File: src/rtl/minirisc_datapath_p.sv
// MiniRISC datapath: register file, flag-producing ALU and a handshaked data-memory port.
// A two-state FSM holds the controller off through busy while a load/store waits for ack.

module minirisc_alu #(
  parameter int W = 8
) (
  input  logic [2:0]   op,
  input  logic [W-1:0] x,
  input  logic [W-1:0] y,
  input  logic         c_in,
  input  logic         v_in,
  output logic [W-1:0] r,
  output logic         z,
  output logic         c,
  output logic         n,
  output logic         v
);
  logic [W:0] ext;

  always_comb begin
    ext = '0;
    r   = '0;
    c   = c_in;
    v   = v_in;
    case (op)
      3'd0: begin
        ext = {1'b0, x} + {1'b0, y};
        r   = ext[W-1:0];
        c   = ext[W];
        v   = (x[W-1] == y[W-1]) && (r[W-1] != x[W-1]);
      end
      3'd1: begin
        // The extra bit of the wide subtract is the borrow
        ext = {1'b0, x} - {1'b0, y};
        r   = ext[W-1:0];
        c   = ext[W];
        v   = (x[W-1] != y[W-1]) && (r[W-1] != x[W-1]);
      end
      3'd2: r = x & y;
      3'd3: r = x | y;
      3'd4: r = x ^ y;
      3'd6: begin
        r = {x[W-2:0], 1'b0};
        c = x[W-1];
      end
      3'd7: begin
        r = {1'b0, x[W-1:1]};
        c = x[0];
      end
      default: r = y;
    endcase
    z = (r == '0);
    n = r[W-1];
  end
endmodule

module minirisc_datapath_p #(
  parameter  int DATA_W  = 8,
  parameter  int REG_NUM = 16,
  localparam int RA_W    = $clog2(REG_NUM)
) (
  input  logic              clk,
  input  logic              rst_n,
  input  logic              op_valid,
  input  logic [1:0]        op_kind,
  input  logic [2:0]        alu_op,
  input  logic              op2_sel,
  input  logic [DATA_W-1:0] const_data,
  input  logic [RA_W-1:0]   reg_addr_x,
  input  logic [RA_W-1:0]   reg_addr_y,
  input  logic [3:0]        flag_din,
  input  logic              flag_wr,
  output logic              busy,
  output logic [DATA_W-1:0] data_mem_addr,
  output logic [DATA_W-1:0] data_mem_dout,
  input  logic [DATA_W-1:0] data_mem_din,
  output logic              data_mem_rd,
  output logic              data_mem_wr,
  input  logic              data_mem_ack,
  output logic              flag_z,
  output logic              flag_c,
  output logic              flag_n,
  output logic              flag_v,
  output logic [DATA_W-1:0] jump_address,
  input  logic              dbg_is_brk,
  input  logic [RA_W-1:0]   dbg_addr_in,
  input  logic [DATA_W-1:0] dbg_data_in,
  input  logic              dbg_reg_wr,
  output logic [DATA_W-1:0] dbg_reg_dout
);
  localparam logic [1:0] K_ALU   = 2'd0;
  localparam logic [1:0] K_LOAD  = 2'd1;
  localparam logic [1:0] K_STORE = 2'd2;

  typedef enum logic {IDLE, MEM_WAIT} state_t;

  state_t                         state;
  logic [REG_NUM-1:0][DATA_W-1:0] rf;
  logic [RA_W-1:0]                addr_x, ld_dest, wa;
  logic [DATA_W-1:0]              rd_x, rd_y, op2, lat_addr, lat_data, alu_r, wd;
  logic                           alu_z, alu_c, alu_n, alu_v;
  logic                           is_load, idle, brk, issue, we;

  assign idle  = (state == IDLE);
  assign brk   = idle & dbg_is_brk;
  assign issue = idle & op_valid & ~dbg_is_brk;

  // While halted, port X is handed to the debugger
  assign addr_x = brk ? dbg_addr_in : reg_addr_x;
  assign rd_x   = rf[addr_x];
  assign rd_y   = rf[reg_addr_y];
  assign op2    = op2_sel ? rd_y : const_data;

  assign jump_address  = op2;
  assign dbg_reg_dout  = rd_x;
  assign data_mem_addr = idle ? op2 : lat_addr;
  assign data_mem_dout = idle ? rd_x : lat_data;

  minirisc_alu #(.W(DATA_W)) u_alu (
    .op   (alu_op),
    .x    (rd_x),
    .y    (op2),
    .c_in (flag_c),
    .v_in (flag_v),
    .r    (alu_r),
    .z    (alu_z),
    .c    (alu_c),
    .n    (alu_n),
    .v    (alu_v)
  );

  // Single write port: debug, ALU result and load write-back are mutually exclusive
  always_comb begin
    we = 1'b0;
    wa = '0;
    wd = '0;
    if (brk && dbg_reg_wr) begin
      we = 1'b1;
      wa = dbg_addr_in;
      wd = dbg_data_in;
    end else if (issue && op_kind == K_ALU) begin
      we = 1'b1;
      wa = reg_addr_x;
      wd = alu_r;
    end else if (!idle && data_mem_ack && is_load) begin
      we = 1'b1;
      wa = ld_dest;
      wd = data_mem_din;
    end
  end

  always_ff @(posedge clk or negedge rst_n) begin
    if (!rst_n)  rf <= '0;
    else if (we) rf[wa] <= wd;
  end

  always_ff @(posedge clk or negedge rst_n) begin
    if (!rst_n) begin
      state       <= IDLE;
      busy        <= 1'b0;
      data_mem_rd <= 1'b0;
      data_mem_wr <= 1'b0;
      lat_addr    <= '0;
      lat_data    <= '0;
      ld_dest     <= '0;
      is_load     <= 1'b0;
      {flag_z, flag_c, flag_n, flag_v} <= 4'b0000;
    end else begin
      case (state)
        IDLE: if (!dbg_is_brk) begin
          if (flag_wr)
            {flag_z, flag_c, flag_n, flag_v} <= flag_din;
          else if (op_valid && op_kind == K_ALU)
            {flag_z, flag_c, flag_n, flag_v} <= {alu_z, alu_c, alu_n, alu_v};
          if (op_valid && op_kind == K_LOAD) begin
            lat_addr    <= op2;
            ld_dest     <= reg_addr_x;
            is_load     <= 1'b1;
            data_mem_rd <= 1'b1;
            busy        <= 1'b1;
            state       <= MEM_WAIT;
          end else if (op_valid && op_kind == K_STORE) begin
            lat_addr    <= op2;
            lat_data    <= rd_x;
            is_load     <= 1'b0;
            data_mem_wr <= 1'b1;
            busy        <= 1'b1;
            state       <= MEM_WAIT;
          end
        end
        MEM_WAIT: if (data_mem_ack) begin
          data_mem_rd <= 1'b0;
          data_mem_wr <= 1'b0;
          busy        <= 1'b0;
          state       <= IDLE;
        end
        default: state <= IDLE;
      endcase
    end
  end
endmodule

File: config.mk
export PLATFORM = sky130hd
export DESIGN_NAME = minirisc_datapath_p
export DESIGN_NICKNAME = d
export VERILOG_FILES = /design/src/rtl/minirisc_datapath_p.sv
export SDC_FILE = /design/constraint.sdc
export NUM_CORES = 1
export LEC_CHECK = 0
export CORE_UTILIZATION = 53
export CTS_CLUSTER_DIAMETER = 50
export DETAILED_ROUTE_END_ITERATION = 6
export GPL_TIMING_DRIVEN = 0
export PLACE_DENSITY = 0.81
export SYNTH_ARGS = -nofsm -noshare
export SYNTH_HDL_FRONTEND = slang
export SYNTH_SLANG_ARGS = --single-unit
export TNS_END_PERCENT = 1
File: constraint.sdc
create_clock -name clk -period 5.3 [get_ports clk]
set_clock_uncertainty 0.1 [all_clocks]
set_input_delay 0.795 -clock clk [delete_from_list [all_inputs] [get_ports clk]]
set_output_delay 0.795 -clock clk [all_outputs]
set_load 0.01 [all_outputs]
==> impl_table.tex, run 1 <==
\begin{tabular}{lr}
\hline
Metric & Value \\
\hline
\multicolumn{2}{l}{\textbf{Outcome}} \\
\quad Run status & finished with violations \\
\quad Violations in the final reports & DRC \\
\multicolumn{2}{l}{\textbf{Placement}} \\
\quad Placer congestion estimate & 0.9861 \\
\quad Post-Place Cells & 1,287 \\
\quad IO buf count & 81 \\
\quad Final HPWL DP & 23,740 µm \\
\multicolumn{2}{l}{\textbf{Global routing}} \\
\quad Global Route met3 Usage & 9.842\% \\
\quad Antenna violations before repair & 1 \\
\quad Via count of the first global-routing pass & 9,120 \\
\quad Global routing usage on met2 & 56.52\% \\
\quad Total global-route track usage & 35.53\% \\
\quad Overflow left after global routing & 0 \\
\quad Fraction of met1 tracks used by global routing & 44.99\% \\
\quad Largest net degree at the start of global routing & 100 \\
\quad Global-route wire length before repair & 52,050 µm \\
\quad Global route hottest layer & met2 \\
\multicolumn{2}{l}{\textbf{Logic synthesis}} \\
\quad Post-synthesis cell type count & 72 \\
\quad Number of storage elements in the synthesis netlist & 157 \\
\quad Ys async rst share & 100.0\% \\
\quad Post-Syn Area & 10,030 µm² \\
\quad Synth Instances & 974 \\
\quad Main synth FF type & dfrtp\_1 \\
\quad Number of enable-type register cells in the synthesized netlist & 0 \\
\quad Main area contributors after synthesis & dfrtp\_1 (39\%), mux4\_2 (10\%), mux2\_2 (9.3\%) \\
\quad Syn Area/Cell & 10.29 µm² \\
\quad Sequential cell area fraction in the yosys report & 39.19\% \\
\quad Cell type with the largest total area after synthesis & dfrtp\_1 \\
\quad Top-area cell type share of the netlist area & 39.19\% \\
\quad Mapped Nets & 1,053 \\
\quad Synthesis Warnings & 0 \\
\multicolumn{2}{l}{\textbf{Floorplan}} \\
\quad Area inside the core boundary & 18,270 µm² \\
\quad Die Area & 19,470 µm² \\
\quad Initial Utilization & 54.88\% \\
\quad Standard-cell rows & 49 \\
\quad Vertical die dimension & 139.5 µm \\
\quad I/O pins & 92 \\
\quad Die Width & 139.5 µm \\
\multicolumn{2}{l}{\textbf{Clock network}} \\
\quad Clk buf depth & 2 \\
\quad Root buffer cell & clkbuf\_16 \\
\quad Number of buffers inserted for hold repair after clock tree synthesis & 0 \\
\quad H-tree depth & 4 \\
\quad Clock latency on the worst-skew pair & 0.44 ns \\
\quad Clock tree from TritonCTS & built \\
\quad Clock sink count & 157 \\
\quad Clock buffers created by TritonCTS & 17 \\
\quad Clock-pin slew reported for the worst setup and hold paths after clock tree synthesis & 0.07 ns \\
\multicolumn{2}{l}{\textbf{Worst setup path}} \\
\quad Crit-path cells & buf\_6 > nor2b\_4 > buf\_8 > mux2i\_4 > buf\_4 > buf\_4 > mux4\_2 > a22oi\_2 > nand2\_1 > ha\_1 > inv\_1 > a211oi\_2 > nor4\_2 > a211oi\_2 > xnor2\_1 > a221oi\_2 > o32ai\_2 > buf\_4 > o21ai\_4 > buf\_8 > mux2\_2 \\
\quad Worst-case reg-to-reg path depth & 20 \\
\quad Critical Path Slowest Stage Cell & mux4\_2 \\
\quad Launch point of the worst reg-to-reg path & state\$\_DFF\_PN0\_ \\
\quad Critical path start-end classification & in2reg \\
\quad Capture instance of the worst register-to-register path & rf[54]\$\_DFFE\_PN0P\_ \\
\quad CP startpoint kind & input port \\
\quad Library cell appearing most often on the critical path & buf\_4 \\
\quad Data arrival time of the worst path & 5.43 ns \\
\quad Largest fanout of any net on the critical path & 8 \\
\quad Required time at the worst-slack endpoint & 5.52 ns \\
\quad Endpoint kind of the worst setup timing path & flop \\
\quad Peak per-stage delay on the critical path & 0.52 ns \\
\quad Register-to-register setup slack & 0.11 ns \\
\multicolumn{2}{l}{\textbf{Timing}} \\
\quad Final setup vio count & 0 \\
\quad Relative slew slack & 13.07\% \\
\quad Number of max-slew violations in the final report & 0 \\
\quad Setup repair after global routing missed its margin & yes \\
\quad Portion of the clock cycle consumed by the worst path in the final layout & 98.24\% \\
\quad Worst Max-Slew Pin Slew & 1.288 ns \\
\quad F\_max & 0.1921 GHz \\
\quad Final min period & 5.207 ns \\
\quad Final number of hold-violating endpoints & 0 \\
\multicolumn{2}{l}{\textbf{Finish}} \\
\quad Area growth from synthesis to final layout & 24.22\% \\
\quad Final nets & 1,190 \\
\quad Most frequent cells in the layout & dfrtp\_1 (157), nor2\_1 (112), a21oi\_1 (92) \\
\quad Number of antenna repair diodes & 0 \\
\quad Final cell count without fillers & 1,352 \\
\quad Most common cell after layout, fill and taps aside & dfrtp\_1 \\
\quad Proportion of layout cells with a drive suffix above 1 & 24.93\% \\
\multicolumn{2}{l}{\textbf{Drt}} \\
\quad First DRT Iteration DRCs & 1,110 \\
\quad Wire length per cell after detailed routing & 25.12 µm \\
\quad Count of antenna-violating nets left after detailed routing & 0 \\
\quad Via Count & 9,148 \\
\quad Drt pass-1 iters & 7 \\
\quad Vias per inst & 6.766 \\
\quad Number of remaining DRC errors & 2 \\
\quad Routed Wire Length & 33,970 µm \\
\multicolumn{2}{l}{\textbf{Power}} \\
\quad Leak & 0.005334 µW \\
\quad Design Power & 4860 µW \\
\quad Power density over the cells & 390.2 nW/µm² \\
\quad Max VDD drop & 275.5 µV \\
\multicolumn{2}{l}{\textbf{Min path}} \\
\quad Hold crit path type & in2async \\
\multicolumn{2}{l}{\textbf{Run}} \\
\quad Count of maximum capacitance violations & 0 \\
\hline
\end{tabular}
-- cell usage after synthesis (21+ instances only) --
| library cell | number |
|---|---|
| a21oi_1 | 93 |
| mux4_2 | 46 |
| o21ai_0 | 35 |
| clkbuf_1 | 47 |
| nand2_1 | 60 |
| inv_1 | 33 |
| dfrtp_1 | 157 |
| mux2i_1 | 43 |
| nor2_1 | 113 |
| o22ai_1 | 24 |
| ha_1 | 24 |
| a31oi_1 | 21 |
| mux2_2 | 83 |
-- critical path, delay by kind of cell --
family / cells / cell delay [ns]
multiplexers: 3 / 1.03
AND/OR/NAND/NOR: 3 / 0.49
XOR/XNOR: 1 / 0.17
AO/OA/AOI/OAI: 6 / 1.42
adder cells (fa/ha/maj): 1 / 0.50
buffers and inverters: 7 / 1.01
-- metal layers --
metal | up-vias | wire (µm)
met3 | 144 | 3864
li1 | 3889 | -
met1 | 4466 | 12700
met4 | 2 | 1721
met2 | 647 | 15670
met5 | - | 13
-- logic make-up (layout without fill, tap and decap cells) --
family,after synthesis,in the layout,share of synthesized area [%]
DFF,157,157,39.19
xor gates and xnor gates,6,6,0.5241
muxes,176,176,24.65
adders and majority gates,26,26,3.395
buffers and inverters,106,255,4.692
and+or+nand+nor,241,241,11.02
AOI/OAI and AO/OA,262,262,16.54
-- power breakdown --
part | leakage (µW) | switching (µW) | internal, µW
Sequential | 0.00203 | 251 | 1490
Clock | 0.000306 | 517 | 881
Combinational | 0.00299 | 877 | 843
-- cell type report --
type / instances / area (µm²)
plain buffers: 71 / 421.7
clock buffers: 20 / 436.7
well taps: 229 / 286.5
flip-flops and latches: 157 / 3929
fillers: 1334 / 5816
clock inverters: 11 / 216.5
repair buffers: 119 / 1120
inverters: 34 / 132.6
multi-input cells: 711 / 5912
-- through the flow --
stage                     util, %  hold slack [ns]  setup TNS (ns)  setup WS [ns]  area (µm²)
after floorplan                 -           0.3502         -0.7180       -0.07257       10040
after global placement      60.94           0.3605         -668.83         -2.967       11130
after detailed placement    61.20           0.3711         -187.72         -2.307       11180
after CTS                   67.26           0.2576      -0.0009583     -0.0009583       12290
after global routing        68.17           0.2750         -0.1873       -0.02210       12450
final                       68.17           0.2204               0        0.09344       12450
-- sequential cells by signal, summed over array words and instances (netlist names) --
name,cells
flag_z,1
data_mem_rd,1
is_load,1
data_mem_wr,1
flag_v,1
rf,128
busy,1
flag_n,1
state,1
ld_dest,4
flag_c,1
lat_addr,8
lat_data,8
-- how the worst max path moves through the flow --
stage              startpoint             endpoint  slack, ns  cells after the start
4_1_cts            dbg_is_brk   rf[94]$_DFFE_PN0P_     -0.001                     26
2_1_floorplan   reg_addr_y[0]   rf[38]$_DFFE_PN0P_      -0.07                     20
3_3_place_gp            rst_n   rf[29]$_DFFE_PN0P_      -2.97                      1
3_5_place_dp       dbg_is_brk   rf[62]$_DFFE_PN0P_      -2.31                     22
6_report           dbg_is_brk   rf[54]$_DFFE_PN0P_       0.09                     21
5_1_grt        dbg_addr_in[0]  rf[110]$_DFFE_PN0P_      -0.02                     22
-- timing repair --
action	CTS	global route
buffers inserted	22	13
resized for setup	67	36
cloned	1	0
pin swaps	18	15
setup endpoints to repair	138	77
No activity file was read; power rests on OpenSTA's default activity.
==> inputs of run 2 (changes only) <==
--- a/config.mk
+++ b/config.mk
@@ -13,4 +13,4 @@
 export SYNTH_ARGS = -nofsm -noshare
 export SYNTH_HDL_FRONTEND = slang
 export SYNTH_SLANG_ARGS = --single-unit
-export TNS_END_PERCENT = 1
+export TNS_END_PERCENT = 100
==> run 2 against run 1 <==
The flow now finishes without violations. Cell count rose by 0.44%. Total power fell by 2.7%. Sequential share of layout area barely moved. Sequential power barely moved. Clock power fell by 13%. Largest power group is now combinational logic. Sequential cell count did not move. Via count rose by 1.3%. Routed wire length fell by 0.10%. Largest cell class unchanged. Die area did not move. Non-clock buffer count rose by 5. Register-to-register slack improved by 0.05 ns.
==> impl_table.tex, run 2 (same netlist as run 1, synthesis figures left out) <==
\begin{tabular}{lr}
\hline
Metric & Value \\
\hline
\multicolumn{2}{l}{\textbf{Power}} \\
\quad Max VDD drop & 264.1 µV \\
\quad Leak & 0.005329 µW \\
\quad Power density over the cells & 379.6 nW/µm² \\
\multicolumn{2}{l}{\textbf{Timing}} \\
\quad Final worst hold slack & 0.1939 ns \\
\quad Final min period & 5.239 ns \\
\quad Post-layout worst setup margin & 0.06119 ns \\
\quad Final setup vio count & 0 \\
\quad Setup repair after global routing missed its margin & yes \\
\quad Worst Max-Slew Pin Slew & 1.360 ns \\
\quad F\_max & 0.1909 GHz \\
\quad Relative slew slack & 8.663\% \\
\quad Number of max-slew violations in the final report & 0 \\
\quad Portion of the clock cycle consumed by the worst path in the final layout & 98.85\% \\
\quad Final number of hold-violating endpoints & 0 \\
\multicolumn{2}{l}{\textbf{Floorplan}} \\
\quad Initial Utilization & 54.88\% \\
\quad Vertical die dimension & 139.5 µm \\
\quad Die Width & 139.5 µm \\
\quad I/O pins & 92 \\
\quad Die Area & 19,470 µm² \\
\quad Standard-cell rows & 49 \\
\quad Area inside the core boundary & 18,270 µm² \\
\multicolumn{2}{l}{\textbf{Worst setup path}} \\
\quad Crit-path cells & buf\_2 > nor2b\_4 > buf\_8 > buf\_4 > mux2\_4 > buf\_6 > buf\_2 > mux2i\_1 > o22ai\_1 > nor2\_1 > nand2\_2 > ha\_1 > nand2b\_1 > a2111oi\_4 > nor2\_1 > a21oi\_1 > o21ai\_0 > mux2i\_1 > o221ai\_2 > nand2\_1 > mux2\_2 \\
\quad Register-to-register setup slack & 0.16 ns \\
\quad Top Family by Delay on Critical Path & compound AO/OA/AOI/OAI gates \\
\quad Levels on crit path & 21 \\
\quad Critical path startpoint & dbg\_is\_brk \\
\quad Worst-case reg-to-reg path depth & 19 \\
\quad Required time at the worst-slack endpoint & 5.52 ns \\
\quad Data arrival time of the worst path & 5.46 ns \\
\quad Critical Path Slowest Stage Cell & a2111oi\_4 \\
\quad CP startpoint kind & input port \\
\quad Capture instance of the worst register-to-register path & rf[30]\$\_DFFE\_PN0P\_ \\
\quad CP Buf/Inv Count & 5 \\
\quad Critical path start-end classification & in2reg \\
\quad Endpoint kind of the worst setup timing path & flop \\
\quad Worst setup path end & rf[111]\$\_DFFE\_PN0P\_ \\
\quad Largest fanout of any net on the critical path & 10 \\
\quad Launch point of the worst reg-to-reg path & state\$\_DFF\_PN0\_ \\
\quad Peak per-stage delay on the critical path & 0.42 ns \\
\multicolumn{2}{l}{\textbf{Drt}} \\
\quad Count of antenna-violating nets left after detailed routing & 0 \\
\quad Drt pass-1 iters & 7 \\
\quad Wire length per cell after detailed routing & 24.99 µm \\
\quad Number of remaining DRC errors & 0 \\
\quad Routed Wire Length & 33,930 µm \\
\quad First DRT Iteration DRCs & 1,141 \\
\quad Via Count & 9,268 \\
\quad Vias per inst & 6.825 \\
\multicolumn{2}{l}{\textbf{Finish}} \\
\quad Top flop regs & rf x128, lat\_addr x8, lat\_data x8 \\
\quad Final nets & 1,195 \\
\quad Number of antenna repair diodes & 0 \\
\quad Most common cell after layout, fill and taps aside & dfrtp\_1 \\
\quad Number of flip-flops in the largest register & 128 \\
\quad Most frequent cells in the layout & dfrtp\_1 (157), nor2\_1 (111), a21oi\_1 (91) \\
\quad Area growth from synthesis to final layout & 24.26\% \\
\quad Proportion of layout cells with a drive suffix above 1 & 25.78\% \\
\quad Number of fill cells in the layout & 1,317 \\
\quad Register with the highest flop count & rf \\
\multicolumn{2}{l}{\textbf{Clock network}} \\
\quad Clock latency on the worst-skew pair & 0.44 ns \\
\quad Clock tree from TritonCTS & built \\
\quad H-tree depth & 4 \\
\quad Clk buf depth & 2 \\
\quad Clock buffers created by TritonCTS & 17 \\
\quad Root buffer cell & clkbuf\_16 \\
\quad Clock sink count & 157 \\
\quad Clock-pin slew reported for the worst setup and hold paths after clock tree synthesis & 0.07 ns \\
\multicolumn{2}{l}{\textbf{Run}} \\
\quad Count of maximum capacitance violations & 0 \\
\multicolumn{2}{l}{\textbf{Placement}} \\
\quad Placer congestion estimate & 0.9686 \\
\quad Final HPWL DP & 23,680 µm \\
\quad Place WS & -2.110 ns \\
\quad IO buf count & 81 \\
\multicolumn{2}{l}{\textbf{Min path}} \\
\quad Hold crit path type & in2async \\
\multicolumn{2}{l}{\textbf{Outcome}} \\
\quad Run status & completed \\
\multicolumn{2}{l}{\textbf{Global routing}} \\
\quad Overflow left after global routing & 0 \\
\quad Global-route wire length before repair & 51,900 µm \\
\quad Via count of the first global-routing pass & 9,049 \\
\quad Largest net degree at the start of global routing & 105 \\
\quad Antenna violations before repair & 0 \\
\quad Total global-route track usage & 35.50\% \\
\hline
\end{tabular}
run 2: area by class of cell:
type / count / area [µm²] / share of cell area (%)
clock buffers: 17 / 425.4 / 3.415
clock inverters: 15 / 151.4 / 1.215
multi-input cells: 711 / 5976 / 47.97
repair buffers: 125 / 1165 / 9.350
inverters: 34 / 132.6 / 1.065
well taps: 229 / 286.5 / 2.300
flip-flops and latches: 157 / 3929 / 31.54
plain buffers: 70 / 392.9 / 3.154
run 2: repair_timing:
item | 4_1_cts | 5_1_grt
gates resized for setup | 69 | 33
gates cloned | 1 | 0
pin swaps | 22 | 15
buffers inserted | 27 | 15
hold buffers | 0 | 0
setup endpoints to repair | 139 | 81
run 2: through the flow:
stage                     instance area, µm²  utilization, %  setup TNS [ns]  cells  total power [µW]
after floorplan                        10050               -               0    974              2705
after global placement                 11150           61.03         -668.54   1284              3221
after global routing                   12460           68.19         -0.3352   1358              4920
after detailed placement               11180           61.18         -203.91   1285              3275
after CTS                              12230           66.94               0   1344              4601
final                                  12460           68.19               0   1358              4729
run 2: report_power, final:
group / internal (µW) / leakage (µW) / switching (µW)
Sequential: 1490 / 0.00203 / 249
Combinational: 867 / 0.00301 / 903
Clock: 663 / 0.000280 / 556
run 2: per-layer routing:
layer  part of all wire (%)  GRT usage [%]  up-vias
met1                     38          46.07     4479
met3                     11          9.050      170
met5                      0              0        -
li1                       -              -     3913
met2                     46          55.36      706
met4                    5.0          18.10        0
run 2: how the worst min path moves through the flow:
stage	startpoint	to	slack, ns	cells past startpoint
2_1_floorplan	lat_addr[0]$_DFFE_PN0P_	lat_addr[0]$_DFFE_PN0P_	0.35	2
3_3_place_gp	data_mem_rd$_DFFE_PN0P_	data_mem_rd$_DFFE_PN0P_	0.36	1
3_5_place_dp	lat_addr[1]$_DFFE_PN0P_	lat_addr[1]$_DFFE_PN0P_	0.37	2
4_1_cts	rst_n	is_load$_DFFE_PN0P_	0.23	1
5_1_grt	rst_n	is_load$_DFFE_PN0P_	0.25	1
6_report	rst_n	busy$_DFFE_PN0P_	0.19	1
